[src/rtl/asu_ddr5_write_controller_if.sv]
// Signal bundle between the DDR5 write counters / memory controller and the write-path FSM.
interface asu_ddr5_write_controller_if;
  logic       wr_en_i;
  logic [1:0] burstlength_i;
  logic       crc_generate_i;
  logic       interamble_i;
  logic       preamble_done_i;
  logic       wrdata_done_i;
  logic       wrmask_done_i;
  logic       wrdata_crc_done_i;
  logic       interamble_done_i;
  logic       postamble_done_i;

  logic       preamble_state_o;
  logic       data_state_o;
  logic       interamble_valid_o;
  logic       crc_state_o;
  logic       dqs_oe_o;
  logic       dq_oe_o;
  logic [2:0] state_o;
  logic [7:0] burst_count_o;
  logic       err_o;

  modport master (
    output wr_en_i, burstlength_i, crc_generate_i, interamble_i,
           preamble_done_i, wrdata_done_i, wrmask_done_i,
           wrdata_crc_done_i, interamble_done_i, postamble_done_i,
    input  preamble_state_o, data_state_o, interamble_valid_o, crc_state_o,
           dqs_oe_o, dq_oe_o, state_o, burst_count_o, err_o
  );

  modport slave (
    input  wr_en_i, burstlength_i, crc_generate_i, interamble_i,
           preamble_done_i, wrdata_done_i, wrmask_done_i,
           wrdata_crc_done_i, interamble_done_i, postamble_done_i,
    output preamble_state_o, data_state_o, interamble_valid_o, crc_state_o,
           dqs_oe_o, dq_oe_o, state_o, burst_count_o, err_o
  );
endinterface

[src/rtl/asu_ddr5_write_controller.sv]
// DDR5 PHY write-path sequencer: preamble, data, optional CRC, interamble/postamble,
// with a per-state watchdog that aborts to IDLE and latches a sticky error.
//
// state      | meaning
// IDLE       | no write activity, output enables off
// PREAMBLE   | DQS preamble toggling before the first data beat
// WRDATA     | data beats on DQ
// WRDATA_CRC | PHY-generated CRC beats after the data
// INTERAMBLE | gap between chained bursts, DQS kept driven
// POSTAMBLE  | DQS postamble after the last burst
module asu_ddr5_write_controller #(
  parameter int unsigned WDOG_CYCLES = 64
) (
  input logic                        clk_i,
  input logic                        rst_i,
  asu_ddr5_write_controller_if.slave bus
);

  typedef enum logic [2:0] {
    S_IDLE       = 3'd0,
    S_PREAMBLE   = 3'd1,
    S_WRDATA     = 3'd2,
    S_WRDATA_CRC = 3'd3,
    S_INTERAMBLE = 3'd4,
    S_POSTAMBLE  = 3'd5
  } state_t;

  localparam logic [7:0] WDOG_LIM = 8'(WDOG_CYCLES);

  state_t     r_state;
  state_t     w_next;
  logic [7:0] r_stay;
  logic [7:0] r_burst_count;
  logic       r_err;
  logic       r_preamble_state;
  logic       r_data_state;
  logic       r_interamble_valid;
  logic       r_crc_state;
  logic       r_dqs_oe;
  logic       r_dq_oe;
  logic       w_burst_end;
  logic       w_wdog_hit;
  logic [1:0] w_bl;
  logic       w_unused_bl;

  // Burst length only steers the counters; the FSM sequence is identical for every length.
  assign w_bl        = (bus.burstlength_i == 2'b11) ? 2'b00 : bus.burstlength_i;
  assign w_unused_bl = ^w_bl;

  assign w_wdog_hit = (r_state != S_IDLE) && (r_stay == WDOG_LIM);

  always_comb begin
    w_next      = r_state;
    w_burst_end = 1'b0;
    case (r_state)
      S_IDLE: begin
        if (bus.wr_en_i) w_next = S_PREAMBLE;
      end
      S_PREAMBLE: begin
        if (bus.preamble_done_i) w_next = S_WRDATA;
      end
      S_WRDATA: begin
        if (bus.crc_generate_i && bus.wrdata_done_i) begin
          w_next = S_WRDATA_CRC;
        end else if (!bus.crc_generate_i && (bus.wrdata_done_i || bus.wrmask_done_i)) begin
          w_burst_end = 1'b1;
          w_next      = bus.interamble_i ? S_INTERAMBLE : S_POSTAMBLE;
        end
      end
      S_WRDATA_CRC: begin
        if (bus.wrdata_crc_done_i) begin
          w_burst_end = 1'b1;
          w_next      = bus.interamble_i ? S_INTERAMBLE : S_POSTAMBLE;
        end
      end
      S_INTERAMBLE: begin
        if (bus.interamble_done_i) w_next = S_WRDATA;
      end
      S_POSTAMBLE: begin
        if (bus.postamble_done_i) w_next = bus.wr_en_i ? S_PREAMBLE : S_IDLE;
      end
      default: w_next = S_IDLE;
    endcase
    // The abort beats any done flag sampled on the same edge.
    if (w_wdog_hit) begin
      w_next      = S_IDLE;
      w_burst_end = 1'b0;
    end
  end

  always_ff @(posedge clk_i or posedge rst_i) begin
    if (rst_i) begin
      r_state            <= S_IDLE;
      r_stay             <= 8'd0;
      r_burst_count      <= 8'd0;
      r_err              <= 1'b0;
      r_preamble_state   <= 1'b0;
      r_data_state       <= 1'b0;
      r_interamble_valid <= 1'b0;
      r_crc_state        <= 1'b0;
      r_dqs_oe           <= 1'b0;
      r_dq_oe            <= 1'b0;
    end else begin
      r_state <= w_next;
      if ((w_next != r_state) || (w_next == S_IDLE)) begin
        r_stay <= 8'd0;
      end else if (r_stay != 8'hFF) begin
        r_stay <= r_stay + 8'd1;
      end
      if (w_burst_end) r_burst_count <= r_burst_count + 8'd1;
      if (w_wdog_hit)  r_err         <= 1'b1;
      r_preamble_state   <= (w_next == S_PREAMBLE) || (w_next == S_POSTAMBLE) ||
                            (w_next == S_INTERAMBLE);
      r_data_state       <= (w_next == S_WRDATA) || (w_next == S_WRDATA_CRC);
      r_interamble_valid <= (w_next == S_INTERAMBLE);
      r_crc_state        <= (w_next == S_WRDATA_CRC);
      r_dqs_oe           <= (w_next != S_IDLE);
      r_dq_oe            <= (w_next == S_WRDATA) || (w_next == S_WRDATA_CRC);
    end
  end

  assign bus.state_o            = r_state;
  assign bus.burst_count_o      = r_burst_count;
  assign bus.err_o              = r_err;
  assign bus.preamble_state_o   = r_preamble_state;
  assign bus.data_state_o       = r_data_state;
  assign bus.interamble_valid_o = r_interamble_valid;
  assign bus.crc_state_o        = r_crc_state;
  assign bus.dqs_oe_o           = r_dqs_oe;
  assign bus.dq_oe_o            = r_dq_oe;

endmodule

[src/flat_wrapper.sv]
// flat-port wrapper written by rule: the top's interface ports become plain ports
module asu_ddr5_write_controller_flat 
#(
  parameter int unsigned WDOG_CYCLES = 64
)
  (clk_i, rst_i, bus_wr_en_i, bus_burstlength_i, bus_crc_generate_i, bus_interamble_i, bus_preamble_done_i, bus_wrdata_done_i, bus_wrmask_done_i, bus_wrdata_crc_done_i, bus_interamble_done_i, bus_postamble_done_i, bus_preamble_state_o, bus_data_state_o, bus_interamble_valid_o, bus_crc_state_o, bus_dqs_oe_o, bus_dq_oe_o, bus_state_o, bus_burst_count_o, bus_err_o);
  asu_ddr5_write_controller_if bus_i ();
  input logic clk_i;
  input logic rst_i;
  input wire logic [$bits(bus_i.wr_en_i)-1:0] bus_wr_en_i;
  input wire logic [$bits(bus_i.burstlength_i)-1:0] bus_burstlength_i;
  input wire logic [$bits(bus_i.crc_generate_i)-1:0] bus_crc_generate_i;
  input wire logic [$bits(bus_i.interamble_i)-1:0] bus_interamble_i;
  input wire logic [$bits(bus_i.preamble_done_i)-1:0] bus_preamble_done_i;
  input wire logic [$bits(bus_i.wrdata_done_i)-1:0] bus_wrdata_done_i;
  input wire logic [$bits(bus_i.wrmask_done_i)-1:0] bus_wrmask_done_i;
  input wire logic [$bits(bus_i.wrdata_crc_done_i)-1:0] bus_wrdata_crc_done_i;
  input wire logic [$bits(bus_i.interamble_done_i)-1:0] bus_interamble_done_i;
  input wire logic [$bits(bus_i.postamble_done_i)-1:0] bus_postamble_done_i;
  output wire logic [$bits(bus_i.preamble_state_o)-1:0] bus_preamble_state_o;
  output wire logic [$bits(bus_i.data_state_o)-1:0] bus_data_state_o;
  output wire logic [$bits(bus_i.interamble_valid_o)-1:0] bus_interamble_valid_o;
  output wire logic [$bits(bus_i.crc_state_o)-1:0] bus_crc_state_o;
  output wire logic [$bits(bus_i.dqs_oe_o)-1:0] bus_dqs_oe_o;
  output wire logic [$bits(bus_i.dq_oe_o)-1:0] bus_dq_oe_o;
  output wire logic [$bits(bus_i.state_o)-1:0] bus_state_o;
  output wire logic [$bits(bus_i.burst_count_o)-1:0] bus_burst_count_o;
  output wire logic [$bits(bus_i.err_o)-1:0] bus_err_o;
  assign bus_i.wr_en_i = bus_wr_en_i;
  assign bus_i.burstlength_i = bus_burstlength_i;
  assign bus_i.crc_generate_i = bus_crc_generate_i;
  assign bus_i.interamble_i = bus_interamble_i;
  assign bus_i.preamble_done_i = bus_preamble_done_i;
  assign bus_i.wrdata_done_i = bus_wrdata_done_i;
  assign bus_i.wrmask_done_i = bus_wrmask_done_i;
  assign bus_i.wrdata_crc_done_i = bus_wrdata_crc_done_i;
  assign bus_i.interamble_done_i = bus_interamble_done_i;
  assign bus_i.postamble_done_i = bus_postamble_done_i;
  assign bus_preamble_state_o = bus_i.preamble_state_o;
  assign bus_data_state_o = bus_i.data_state_o;
  assign bus_interamble_valid_o = bus_i.interamble_valid_o;
  assign bus_crc_state_o = bus_i.crc_state_o;
  assign bus_dqs_oe_o = bus_i.dqs_oe_o;
  assign bus_dq_oe_o = bus_i.dq_oe_o;
  assign bus_state_o = bus_i.state_o;
  assign bus_burst_count_o = bus_i.burst_count_o;
  assign bus_err_o = bus_i.err_o;
  asu_ddr5_write_controller #(.WDOG_CYCLES(WDOG_CYCLES)) u_core (.clk_i(clk_i), .rst_i(rst_i), .bus(bus_i));
endmodule
[config.mk]
export PLATFORM = sky130hd
export DESIGN_NAME = asu_ddr5_write_controller_flat
export DESIGN_NICKNAME = d
export VERILOG_FILES = /design/src/rtl/asu_ddr5_write_controller_if.sv /design/src/rtl/asu_ddr5_write_controller.sv /design/src/flat_wrapper.sv
export SDC_FILE = /design/constraint.sdc
export NUM_CORES = 1
export LEC_CHECK = 0
export BUFFER_PORTS_ARGS = -buffer_cell sky130_fd_sc_hd__buf_2
export CAP_MARGIN = 20
export CORE_MARGIN = 3
export CORE_UTILIZATION = 41
export DETAILED_ROUTE_END_ITERATION = 6
export PLACE_DENSITY = 0.59
export RECOVER_POWER = 25
export REMOVE_ABC_BUFFERS = 1
export SYNTH_ARGS = -nofsm -noshare
export SYNTH_HDL_FRONTEND = slang
export SYNTH_SLANG_ARGS = --single-unit
[constraint.sdc]
create_clock -name clk_i -period 3.3 [get_ports clk_i]
set_input_delay 0.66 -clock clk_i [delete_from_list [all_inputs] [get_ports clk_i]]
set_output_delay 0.66 -clock clk_i [all_outputs]
set_load 0.005 [all_outputs]
==> insert_results.sql, run 1 <==
INSERT INTO impl_metrics (metric_group, metric, value, unit) VALUES
('run_status', 'outcome', 'completed', ''),
('synthesis', 'ys_ff_latch', '25', ''),
('clock_network', 'cts_tree', 'built', ''),
('clock_network', 'postCtsSetupRepairBufs', '0', ''),
('finish', 'nets', '190', ''),
('floorplan', 'floorplan.die.height', '65.6', 'um'),
('floorplan', 'start_util', '45.4', '%'),
('route', 'wl_per_cell', '13.3', 'um'),
('floorplan', 'die-width', '65.6', 'um'),
('power', 'worst_ir_drop_vdd', '0.455', 'mV'),
('power', 'clkPwrFrac', '11.1', '%'),
('timing', 'maxClockFrequency', '0.469', 'GHz'),
('global_route', 'grt_start_max_net_pins', '26', ''),
('worst_hold_path', 'hold_class', 'input port to async pin', ''),
('synthesis', 'synth_cell_type_count', '48', ''),
('worst_setup_path', 'worstPathMaxFanout', '13', ''),
('floorplan', 'io_pins', '31', ''),
('global_route', 'global_route.usage.met2', '23.0', '%'),
('global_route', 'first_global_vias', '1062', ''),
('worst_setup_path', 'worst_setup_path_start_kind', 'register', ''),
('timing', 'maxSlewViolCount', '0', ''),
('finish', 'most_common_cell_after_layout_fill_and_taps_aside', 'sky130_fd_sc_hd__buf_2', ''),
('power', 'power_frac_comb', '49.2', '%'),
('timing', 'final.min_clock_period', '2.13', 'ns'),
('clock_network', 'worst_skew_pair.late_latency', '0.31', 'ns'),
('synthesis', 'synthesis.area', '0.00145', 'mm^2'),
('timing', 'post-route-period-util', '64.6', '%'),
('timing', 'grt_setup_unrepaired', 'false', ''),
('global_route', 'global_route.peak_usage_layer', 'met2', ''),
('placement', 'hpwl', '2.20', 'mm'),
('flow_run', 'drv_cap', '0', ''),
('floorplan', 'die-area', '0.00430', 'mm^2'),
('worst_setup_path', 'timing.setup.critical_path_class', 'register to register', ''),
('power', 'netSwitchingFraction', '43.6', '%'),
('route', 'final_antenna_net_count', '0', ''),
('route', 'drt_first_iter_violations', '30', ''),
('worst_setup_path', 'cp.arrival', '2.32', 'ns'),
('placement', 'numPortBuffers', '28', ''),
('timing', 'tightest_slew', '1.29', 'ns'),
('clock_network', 'count_of_cells_resized_by_post_cts_repair', '0', ''),
('timing', 'final_hold_viols', '0', ''),
('route', 'postRouteWirelength', '2.88', 'mm'),
('worst_setup_path', 'r2r.worst_path.cells', '5', ''),
('finish', 'post_route_cells_drive_above_1_share', '27.2', '%'),
('finish', 'final_area', '0.00164', 'mm^2'),
('timing', 'fin_tns_setup', '0', 'ns'),
('global_route', 'globalRouteTotalUtil', '14.7', '%'),
('clock_network', 'cts_hold_buffers', '0', ''),
('global_route', 'groute.layer.met3.usage', '2.05', '%'),
('timing', 'max-slew-margin-rel', '14.2', '%'),
('worst_setup_path', 'cp_slowest_cell', 'sky130_fd_sc_hd__a2111oi_4', ''),
('placement', 'routabilityCongestion', '0.839', ''),
('route', 'post_drt_via_cell_ratio', '5.35', ''),
('clock_network', 'cts.clk_slew.worst_paths', '0.14', 'ns'),
('synthesis', 'ys_seq_area_share', '43.0', '%'),
('synthesis', 'asyncSetResetFlopFracSynth', '100', '%'),
('route', 'detailedRoute.firstPassIterationCount', '5', ''),
('synthesis', 'ys_dominant_reg_cell', 'sky130_fd_sc_hd__dfrtp_1', ''),
('finish', 'commonest_cells_after_routing_fill_and_taps_aside', '28 x sky130_fd_sc_hd__buf_2, 25 x sky130_fd_sc_hd__dfrtp_1, 15 x sky130_fd_sc_hd__nor2_1, 15 x sky130_fd_sc_hd__nor3_1, 12 x sky130_fd_sc_hd__nand2_1', ''),
('timing', 'hold_slack', '0.161', 'ns'),
('global_route', 'first_pass_grt_wire_length', '4.95', 'mm'),
('placement', 'dpl_cell_area', '0.00161', 'mm^2'),
('global_route', 'total_congestion_overflow_after_global_routing', '0', ''),
('synthesis', 'synth.avg_cell_area', '10.1', 'um^2'),
('power', 'power.net_switching', '0.000523', 'W'),
('clock_network', 'htree_levels', '1', ''),
('power', 'power.density', '733', 'mW/mm^2'),
('clock_network', 'cts_root_buf', 'sky130_fd_sc_hd__clkbuf_4', ''),
('finish', 'num-fill-cells', '331', ''),
('clock_network', 'cts_made_buffers', '3', ''),
('worst_setup_path', 'path_cells', 'and2b_2 -> o221ai_1 -> and3_2 -> a2111oi_4 -> nor4_2', '');
[per-layer routing]
metal  wire (um)  up-vias  share of wire, %
met5           0        -                 0
met2        1270       30                44
met3         124        2               4.3
met4          27        0              0.94
li1            -      582                 -
met1        1460      548                51
[kinds of logic after synthesis]
kind of cell	share of synthesized area, %
fa+ha+maj	2.58
mux	1.38
flops	43.0
compound gates	17.4
xor+xnor	5.42
simple gates	25.6
buf+inv	4.56
[synth_stat cells (all sizes together) (2+ instances only)]
cell | n | share of area, %
nand2 | 12 | 3.1
inv | 6 | 1.5
a21oi | 6 | 2.8
buf | 3 | 2.1
nor4 | 2 | 1.3
nor2 | 15 | 3.9
ha | 3 | 2.6
a2111oi | 4 | 5.0
nor2b | 3 | 1.3
mux2i | 2 | 1.4
and3 | 3 | 1.4
nand4 | 3 | 1.3
xor2 | 4 | 2.4
o21ai | 3 | 1.0
dfrtp | 25 | 43
o21a | 2 | 1.1
xnor2 | 5 | 3.0
nor3 | 16 | 6.3
nand3 | 6 | 2.1
[cell type report]
class	count	area [um^2]	share of cell area, %
timing repair buffer	29	144	8.80
sequential	25	626	38.3
tap	44	55.1	3.37
inverter	6	22.5	1.38
clock buffer	4	26.3	1.61
multi-input combinational	109	762	46.6
[critical path: cells and delay by family, from the launching register on]
| family | cells | cell delay, ns |
|---|---|---|
| AO/OA/AOI/OAI | 2 | 0.78 |
| flip-flops | 1 | 0.59 |
| AND/OR/NAND/NOR | 3 | 0.65 |
[registers in the layout, summed over array words and instances (netlist names)]
signal,cells
u_core.bus.err_o,1
u_core.bus.preamble_state_o,1
u_core.bus.interamble_valid_o,1
u_core.bus.crc_state_o,1
u_core.bus.data_state_o,1
u_core.bus.dqs_oe_o,1
u_core.bus.burst_count_o,8
u_core.r_stay,8
u_core.bus.state_o,3
[power by group through the flow]
stage / logic [W] / clock network (W) / registers [W]
after floorplan: 0.000422 / 0 / 0.000474
after global placement: 0.000586 / 0 / 0.000478
after detailed placement: 0.000592 / 0 / 0.000484
after CTS: 0.000596 / 0.000139 / 0.000478
after global routing: 0.000661 / 0.000156 / 0.000492
final: 0.000590 / 0.000133 / 0.000477
[stage by stage]
stage	instances	total power [W]	utilization (%)	worst slack, ns
2_1_floorplan	140	0.000896	-	1.34
3_3_place_gp	212	0.00106	50.1	1.10
3_5_place_dp	212	0.00108	50.1	1.07
4_1_cts	216	0.00121	50.9	1.16
5_1_grt	217	0.00131	51.1	1.05
6_report	217	0.00120	51.1	1.17
[path summary, 6_finish.rpt]
| path | startpoint | end | slack (ns) |
|---|---|---|---|
| min in group clk_i | u_core.bus.burst_count_o[7] | u_core.bus.burst_count_o[7] | 0.47 |
| worst min-delay path | rst_i | u_core.bus.burst_count_o[7] | 0.16 |
| worst max register to register | u_core.bus.state_o[1] | u_core.r_stay[4] | 1.17 |
| max in group asynchronous | rst_i | u_core.bus.state_o[1] | 1.75 |
| worst max-delay path | u_core.bus.state_o[1] | u_core.r_stay[4] | 1.17 |
| worst min register to register | u_core.bus.burst_count_o[7] | u_core.bus.burst_count_o[7] | 0.47 |
Power figures use the tool's default switching activity.
==> run 2, diff against run 1 <==
--- a/config.mk
+++ b/config.mk
@@ -5,12 +5,13 @@
 export SDC_FILE = /design/constraint.sdc
 export NUM_CORES = 1
 export LEC_CHECK = 0
+export ABC_AREA = 1
 export BUFFER_PORTS_ARGS = -buffer_cell sky130_fd_sc_hd__buf_2
 export CAP_MARGIN = 20
 export CORE_MARGIN = 3
 export CORE_UTILIZATION = 41
 export DETAILED_ROUTE_END_ITERATION = 6
-export PLACE_DENSITY = 0.59
+export PLACE_DENSITY = 0.61
 export RECOVER_POWER = 25
 export REMOVE_ABC_BUFFERS = 1
 export SYNTH_ARGS = -nofsm -noshare
==> constraint.sdc (replaced) <==
create_clock -name clk_i -period 1.8 [get_ports clk_i]
set_input_delay 0.36 -clock clk_i [delete_from_list [all_inputs] [get_ports clk_i]]
set_output_delay 0.36 -clock clk_i [all_outputs]
set_load 0.005 [all_outputs]
==> run 2 against run 1 <==
Effect of this change:
- non-clock buffer count increased by 2
- flip-flop and latch count is the same
- sequential share of layout area is 0.97 points lower
- via count is 4.9% higher
- cell area increased by 3.2%
- critical path type unchanged
- highest routed layer unchanged
==> insert_results.sql, run 2 <==
INSERT INTO impl_metrics (metric_group, metric, value, unit) VALUES
('timing', 'grt_setup_unrepaired', 'false', ''),
('synthesis', 'yosys.area.top_type_share', '43.6', '%'),
('synthesis', 'post_synth_inst_count', '178', ''),
('route', 'detailedRoute.firstPassIterationCount', '4', ''),
('finish', 'commonest_cells_after_routing_fill_and_taps_aside', '37 x sky130_fd_sc_hd__nand2_1, 28 x sky130_fd_sc_hd__buf_2, 27 x sky130_fd_sc_hd__inv_1, 22 x sky130_fd_sc_hd__dfrtp_1, 20 x sky130_fd_sc_hd__nor2_1', ''),
('finish', 'areaGrowthSynthToFinish', '17.6', '%'),
('floorplan', 'placeableCoreArea', '0.00320', 'mm^2'),
('route', 'drt_first_iter_violations', '32', ''),
('floorplan', 'floorplan.die.height', '65.2', 'um'),
('global_route', 'total_congestion_overflow_after_global_routing', '0', ''),
('timing', 'maxSlewViolCount', '0', ''),
('route', 'route.vias.total', '1219', ''),
('synthesis', 'ys_dominant_reg_cell', 'sky130_fd_sc_hd__dfrtp_1', ''),
('synthesis', 'synth_cell_type_count', '25', ''),
('timing', 'post-route-period-util', '90.5', '%'),
('finish', 'antennaDiodeCount', '0', ''),
('route', 'postRouteWirelength', '2.80', 'mm'),
('finish', 'final_area', '0.00169', 'mm^2'),
('timing', 'tightest_slew', '1.30', 'ns'),
('global_route', 'antenna_violations_before_repair', '0', ''),
('timing', 'fin_tns_setup', '0', 'ns'),
('timing', 'max-slew-margin-rel', '13.1', '%'),
('synthesis', 'synth_fa_ha_area_share', '2.62', '%'),
('worst_setup_path', 'r2r-end', 'u_core.r_stay[4]', ''),
('floorplan', 'die-area', '0.00425', 'mm^2'),
('clock_network', 'number_of_buffers_between_clock_root_and_the_deepest_sink', '2', ''),
('power', 'power.density', '1310', 'mW/mm^2'),
('worst_setup_path', 'worstPathMaxFanout', '8', ''),
('run_status', 'outcome', 'completed', ''),
('floorplan', 'placement_rows', '20', ''),
('synthesis', 'synth_commonest_cells', '37 x sky130_fd_sc_hd__nand2_1, 27 x sky130_fd_sc_hd__inv_1, 25 x sky130_fd_sc_hd__dfrtp_1', ''),
('synthesis', 'complex_gate_fraction_of_the_synthesized_area', '4.71', '%'),
('worst_setup_path', 'worst_setup_path_endpoint', 'u_core.r_stay[4]', ''),
('placement', 'routabilityCongestion', '0.822', ''),
('timing', 'final.setup_skew', '0.00716', 'ns'),
('worst_setup_path', 'crit_path_start', 'u_core.bus.state_o[2]', ''),
('clock_network', 'cts_tree', 'built', ''),
('synthesis', 'post_synth_xor_area_fraction', '4.27', '%'),
('worst_setup_path', 'rrSetupSlack', '0.17', 'ns'),
('clock_network', 'worst_skew_pair.late_latency', '0.32', 'ns'),
('clock_network', 'cts_hold_buffers', '0', ''),
('global_route', 'first_global_vias', '1221', ''),
('power', 'worst_ir_drop_vdd', '0.662', 'mV'),
('clock_network', 'cts_made_buffers', '3', ''),
('floorplan', 'io_pins', '31', ''),
('synthesis', 'ys_seq_area_share', '43.6', '%'),
('clock_network', 'cts.clk_slew.worst_paths', '0.14', 'ns'),
('worst_setup_path', 'cp.arrival', '1.88', 'ns'),
('power', 'power.leakage', '0.866', 'nW'),
('worst_setup_path', 'setup.worst_path.end_class', 'register', ''),
('clock_network', 'cts_root_buf', 'sky130_fd_sc_hd__clkbuf_4', ''),
('timing', 'maxClockFrequency', '0.614', 'GHz'),
('worst_setup_path', 'timing.critical_path.required', '2.06', 'ns'),
('synthesis', 'synth.area.mux_share', '1.57', '%'),
('route', 'post_drt_via_cell_ratio', '4.76', ''),
('floorplan', 'start_util', '44.8', '%'),
('synthesis', 'yosysWarnings', '0', ''),
('synthesis', 'ys_ff_latch', '25', ''),
('global_route', 'first_pass_grt_wire_length', '5.17', 'mm'),
('synthesis', 'count_of_flip_flops_with_a_built_in_enable_after_synthesis', '0', ''),
('worst_setup_path', 'timing.setup.critical_path_class', 'register to register', ''),
('synthesis', 'synthesis.area', '0.00144', 'mm^2'),
('global_route', 'globalRouteTotalUtil', '15.2', '%'),
('floorplan', 'die-width', '65.2', 'um'),
('finish', 'nets', '229', ''),
('timing', 'final_hold_viols', '0', ''),
('finish', 'most_common_cell_after_layout_fill_and_taps_aside', 'sky130_fd_sc_hd__nand2_1', ''),
('global_route', 'grt_start_max_net_pins', '26', ''),
('timing', 'final.min_clock_period', '1.63', 'ns'),
('clock_network', 'htree_levels', '1', ''),
('route', 'drc', '0', ''),
('synthesis', 'combinational_family_with_the_most_area_after_synthesis', 'simple AND/OR/NAND/NOR gates', ''),
('synthesis', 'synthTopCellsByArea', 'sky130_fd_sc_hd__dfrtp_1 44%, sky130_fd_sc_hd__nand2_1 9.7%, sky130_fd_sc_hd__inv_1 7.1%, sky130_fd_sc_hd__nand3_1 5.6%, sky130_fd_sc_hd__nor2_1 5.2%', ''),
('placement', 'dpl_cell_area', '0.00164', 'mm^2'),
('timing', 'report.final.setup_viol', '0', ''),
('synthesis', 'yosys.area_share.simple', '34.7', '%'),
('flow_run', 'drv_cap', '0', ''),
('worst_setup_path', 'r2r.worst_path.cells', '9', ''),
('synthesis', 'asyncSetResetFlopFracSynth', '100', '%'),
('clock_network', 'cts_num_sinks', '25', ''),
('placement', 'hpwl', '2.22', 'mm'),
('synthesis', 'synth.avg_cell_area', '8.06', 'um^2'),
('worst_setup_path', 'critical_path.reg2reg.startpoint', 'u_core.bus.state_o[2]', ''),
('worst_setup_path', 'worst_setup_path_start_kind', 'register', ''),
('finish', 'post_route_cells_drive_above_1_share', '28.8', '%'),
('worst_hold_path', 'hold_class', 'input port to async pin', ''),
('synthesis', 'synth_top_cell_by_area', 'sky130_fd_sc_hd__dfrtp_1', ''),
('route', 'wl_per_cell', '10.9', 'um'),
('placement', 'numPortBuffers', '28', ''),
('synthesis', 'most_used_standard_cell_by_instance_count_after_synthesis', 'sky130_fd_sc_hd__nand2_1', ''),
('route', 'final_antenna_net_count', '0', '');
run 2: cell types whose count changed after synthesis, moves of 4 or more:
cell / before / now
sky130_fd_sc_hd__inv_1: 5 / 27
sky130_fd_sc_hd__nand2_1: 12 / 37
sky130_fd_sc_hd__nor3_1: 15 / 3
sky130_fd_sc_hd__nand3_1: 6 / 16
sky130_fd_sc_hd__nand3b_1: 0 / 4
sky130_fd_sc_hd__nor2_2: 0 / 5
sky130_fd_sc_hd__nand3_2: 0 / 4
sky130_fd_sc_hd__o21ai_0: 3 / 9
sky130_fd_sc_hd__a21oi_1: 5 / 1
sky130_fd_sc_hd__nor2_1: 15 / 20
run 2: stage by stage:
step	setup slack, ns	hold slack [ns]	instances	utilization (%)	total power, W
global placement	0.152	0.420	251	51.1	0.00192
detailed placement	0.109	0.426	251	51.1	0.00195
floorplan	0.274	0.387	177	-	0.00161
finish	0.171	0.437	256	52.7	0.00221
global route	0.000798	0.488	256	52.7	0.00243
CTS	0.0764	0.0559	255	52.1	0.00221
run 2: kinds of logic (layout without fill, tap and decap cells):
kind of cell | Yosys count | count (layout)
simple gates | 98 | 98
buf+inv | 31 | 65
flops | 25 | 25
compound gates | 12 | 12
xor+xnor | 7 | 7
fa+ha+maj | 3 | 3
mux | 2 | 2
run 2: how the worst min path moves through the flow:
stage                          start                     endpoint  depth (start not counted)
floorplan                      rst_i  u_core.bus.burst_count_o[0]                          1
global placement               rst_i      u_core.bus.data_state_o                          3
detailed placement             rst_i             u_core.r_stay[6]                          3
CTS                            rst_i  u_core.bus.burst_count_o[4]                          3
global route        u_core.bus.err_o             u_core.bus.err_o                          1
finish                         rst_i      u_core.bus.data_state_o                          3
run 2: cell type report:
| type | count | area [um^2] |
|---|---|---|
| clock buffers | 3 | 22.5 |
| clock inverters | 1 | 7.51 |
| fillers | 329 | 1520 |
| inverters | 30 | 115 |
| multi-input cells | 122 | 699 |
| flip-flops and latches | 25 | 629 |
| well taps | 44 | 55.1 |
| repair buffers | 31 | 159 |
run 2: per-layer routing:
layer	share of wire, %	wire, um	global-route usage [%]
met4	0.43	12	2.33
met3	3.0	83	3.59
met5	0	0	0
met2	51	1420	26.8
met1	46	1280	19.4
run 2: repair_timing:
action                                  in CTS  in global routing
resized for setup                            0                  5
endpoints found under the setup margin       0                  9
hold endpoints to repair                     0                  0
setup buffers                                0                  1
run 2: critical path, stage by stage (launching register included):
cell,delay (ns)
sky130_fd_sc_hd__dfrtp_2,0.48
sky130_fd_sc_hd__inv_2,0.14
sky130_fd_sc_hd__nand3_2,0.13
sky130_fd_sc_hd__o21ai_4,0.25
sky130_fd_sc_hd__nor2_2,0.07
sky130_fd_sc_hd__nor2_4,0.08
sky130_fd_sc_hd__nor2_1,0.06
sky130_fd_sc_hd__nor2_4,0.12
sky130_fd_sc_hd__nand3_4,0.12
sky130_fd_sc_hd__nor2_1,0.12
run 2: power by group:
| part | switching, W | internal (W) | leakage (nW) |
|---|---|---|---|
| logic | 0.000657 | 0.000426 | 0.530 |
| registers | 0.000157 | 0.000717 | 0.322 |
| clock network | 0.000168 | 0.0000849 | 0.0139 |
==> run 3, diff against run 2 <==
--- a/config.mk
+++ b/config.mk
@@ -9,9 +9,9 @@
 export BUFFER_PORTS_ARGS = -buffer_cell sky130_fd_sc_hd__buf_2
 export CAP_MARGIN = 20
 export CORE_MARGIN = 3
-export CORE_UTILIZATION = 41
+export CORE_UTILIZATION = 39
 export DETAILED_ROUTE_END_ITERATION = 6
-export PLACE_DENSITY = 0.61
+export PLACE_DENSITY = 0.59
 export RECOVER_POWER = 25
 export REMOVE_ABC_BUFFERS = 1
 export SYNTH_ARGS = -nofsm -noshare
==> run 3 against run 2 <==
Effect of this change:
- die area grew 4.6%
- clock skew decreased by 0.0040 ns
- count of clock-buffer cells in the layout unchanged
- flip-flop and latch count stayed put
- combinational power about the same
- sequential share of layout area is 0.083 points lower
- routed wire length up 0.21%
- sequential power is essentially flat
- cell area is 0.22% higher
- register-to-register slack worse by 0.04 ns
- first-iteration DRC count increased by 25%
- utilization is 3.5 points lower
- largest cell class unchanged
==> insert_results.sql, run 3 (same netlist as run 2, synthesis figures left out) <==
INSERT INTO impl_metrics (metric_group, metric, value, unit) VALUES
('route', 'wl_per_cell', '11.0', 'um'),
('worst_setup_path', 'timing.setup.critical_path_class', 'register to register', ''),
('finish', 'antennaDiodeCount', '0', ''),
('finish', 'nets', '227', ''),
('worst_setup_path', 'cp_slowest_stage_delay', '0.40', 'ns'),
('finish', 'commonest_cells_after_routing_fill_and_taps_aside', '37 x sky130_fd_sc_hd__nand2_1, 28 x sky130_fd_sc_hd__buf_2, 27 x sky130_fd_sc_hd__inv_1, 22 x sky130_fd_sc_hd__dfrtp_1, 20 x sky130_fd_sc_hd__nor2_1', ''),
('finish', 'finalNonFillerCells', '256', ''),
('timing', 'maxClockFrequency', '0.599', 'GHz'),
('finish', 'ff_latch_area', '629', 'um^2'),
('placement', 'dp.cells', '252', ''),
('global_route', 'total_congestion_overflow_after_global_routing', '0', ''),
('floorplan', 'start_util', '41.7', '%'),
('finish', 'post_route_cells_drive_above_1_share', '28.1', '%'),
('route', 'final_antenna_net_count', '0', ''),
('finish', 'num-fill-cells', '344', ''),
('global_route', 'first_pass_grt_wire_length', '5.09', 'mm'),
('global_route', 'grt_start_max_net_pins', '26', ''),
('floorplan', 'placeableCoreArea', '0.00344', 'mm^2'),
('timing', 'final.setup_skew', '0.00314', 'ns'),
('timing', 'maxSlewViolCount', '0', ''),
('timing', 'tightest_slew', '1.31', 'ns'),
('route', 'post_drt_via_cell_ratio', '4.71', ''),
('power', 'worst_ir_drop_vdd', '0.660', 'mV'),
('worst_setup_path', 'path_cells', 'inv_1 -> ha_1 -> nand3_1 -> nor2_4 -> inv_4 -> nand2_1 -> mux2_2', ''),
('route', 'route.vias.total', '1207', ''),
('placement', 'numPortBuffers', '28', ''),
('global_route', 'antenna_violations_before_repair', '0', ''),
('clock_network', 'cts_made_buffers', '3', ''),
('route', 'postRouteWirelength', '2.81', 'mm'),
('clock_network', 'htree_levels', '1', ''),
('floorplan', 'die-width', '66.7', 'um'),
('clock_network', 'count_of_cells_resized_by_post_cts_repair', '0', ''),
('clock_network', 'cts_hold_buffers', '0', ''),
('worst_setup_path', 'worstPathMaxFanout', '8', ''),
('finish', 'areaGrowthSynthToFinish', '17.9', '%'),
('placement', 'routabilityCongestion', '0.809', ''),
('worst_hold_path', 'hold_class', 'register to register', ''),
('clock_network', 'number_of_buffers_between_clock_root_and_the_deepest_sink', '2', ''),
('finish', 'multi_input_comb_area', '699', 'um^2'),
('route', 'drc', '0', ''),
('timing', 'final_hold_viols', '0', ''),
('worst_setup_path', 'timing.critical_path.required', '1.95', 'ns'),
('floorplan', 'placement_rows', '21', ''),
('clock_network', 'cts_root_buf', 'sky130_fd_sc_hd__clkbuf_8', ''),
('finish', 'most_common_cell_after_layout_fill_and_taps_aside', 'sky130_fd_sc_hd__nand2_1', ''),
('worst_setup_path', 'cp_slowest_cell', 'sky130_fd_sc_hd__dfrtp_1', ''),
('global_route', 'first_global_vias', '1211', ''),
('timing', 'postLayoutSetupSlackWorst', '0.131', 'ns'),
('floorplan', 'io_pins', '31', ''),
('run_status', 'outcome', 'completed', ''),
('clock_network', 'cts_tree', 'built', ''),
('placement', 'post-place-ws', '0.0924', 'ns'),
('floorplan', 'floorplan.die.height', '66.7', 'um'),
('worst_setup_path', 'cp.arrival', '1.82', 'ns'),
('route', 'drt_first_iter_violations', '40', ''),
('clock_network', 'worst_skew_pair.late_latency', '0.26', 'ns'),
('timing', 'max-slew-margin-rel', '12.3', '%'),
('clock_network', 'cts.clk_slew.worst_paths', '0.08', 'ns'),
('timing', 'post-route-period-util', '92.7', '%'),
('global_route', 'globalRouteTotalUtil', '14.9', '%'),
('timing', 'report.final.setup_viol', '0', ''),
('floorplan', 'die-area', '0.00444', 'mm^2'),
('power', 'power.leakage', '0.866', 'nW'),
('placement', 'hpwl', '2.23', 'mm'),
('power', 'power.density', '1340', 'mW/mm^2'),
('worst_setup_path', 'worst_setup_path_start_kind', 'register', ''),
('clock_network', 'postCtsSetupRepairBufs', '0', ''),
('timing', 'fin_tns_setup', '0', 'ns'),
('timing', 'grt_setup_unrepaired', 'false', ''),
('flow_run', 'drv_cap', '0', ''),
('timing', 'final.min_clock_period', '1.67', 'ns'),
('clock_network', 'cts_num_sinks', '25', ''),
('worst_setup_path', 'setup.worst_path.end_class', 'register', ''),
('route', 'detailedRoute.firstPassIterationCount', '4', '');
run 3: cell count changes in the layout (fill, tap and decap cells not counted):
cell                         before  now
sky130_fd_sc_hd__clkinv_2         0    1
sky130_fd_sc_hd__clkinvlp_4       1    0
sky130_fd_sc_hd__clkbuf_8         0    3
sky130_fd_sc_hd__clkbuf_4         3    0
sky130_fd_sc_hd__buf_4            2    0
run 3: final timing paths:
| path | depth (start not counted) | slack (ns) | to | startpoint |
|---|---|---|---|---|
| worst max-delay path | 7 | 0.13 | u_core.bus.burst_count_o[1] | u_core.r_stay[0] |
| worst min-delay path | 1 | 0.47 | u_core.bus.err_o | u_core.bus.err_o |
| worst max register to register | 7 | 0.13 | u_core.bus.burst_count_o[1] | u_core.r_stay[0] |
| worst min register to register | 1 | 0.47 | u_core.bus.err_o | u_core.bus.err_o |
| max in group asynchronous | 3 | 0.42 | u_core.bus.state_o[2] | rst_i |
| min in group asynchronous | 3 | 0.51 | u_core.r_stay[1] | rst_i |
run 3: layer usage:
metal / GRT usage, % / vias to the layer above / share of wire [%]
met2: 27.0 / 19 / 54
met5: 0 / - / 0
met3: 4.38 / 6 / 3.6
met1: 16.6 / 564 / 41
li1: - / 618 / -
met4: 4.82 / 0 / 1.2
run 3: report_power, final:
group	internal [W]	switching (W)	total (W)	leakage [nW]
Sequential	0.000718	0.000156	0.000874	0.322
Combinational	0.000411	0.000651	0.00106	0.519
Clock	0.000155	0.000170	0.000325	0.0255
run 3: cell type report:
type	count	area share, %
clock buffers	3	2.44
clock inverters	1	0.296
inverters	30	6.80
multi-input cells	122	41.3
flip-flops and latches	25	37.2
well taps	46	3.40
repair buffers	29	8.51
run 3: through the flow:
| stage | util (%) | power, W | hold slack, ns | instance area [um^2] |
|---|---|---|---|---|
| finish | 49.1 | 0.00226 | 0.468 | 1690 |
| global placement | 47.4 | 0.00191 | 0.420 | 1630 |
| floorplan | - | 0.00161 | 0.387 | 1430 |
| global route | 49.1 | 0.00248 | 0.500 | 1690 |
| detailed placement | 47.4 | 0.00194 | 0.430 | 1630 |
| CTS | 48.8 | 0.00228 | 0.133 | 1680 |
run 3: critical path, delay by kind of cell (launching register included):
kind | cells | cell delay [ns]
adder cells (fa/ha/maj) | 1 | 0.16
buffers and inverters | 2 | 0.18
flip-flops | 1 | 0.40
multiplexers | 1 | 0.35
AND/OR/NAND/NOR | 3 | 0.47
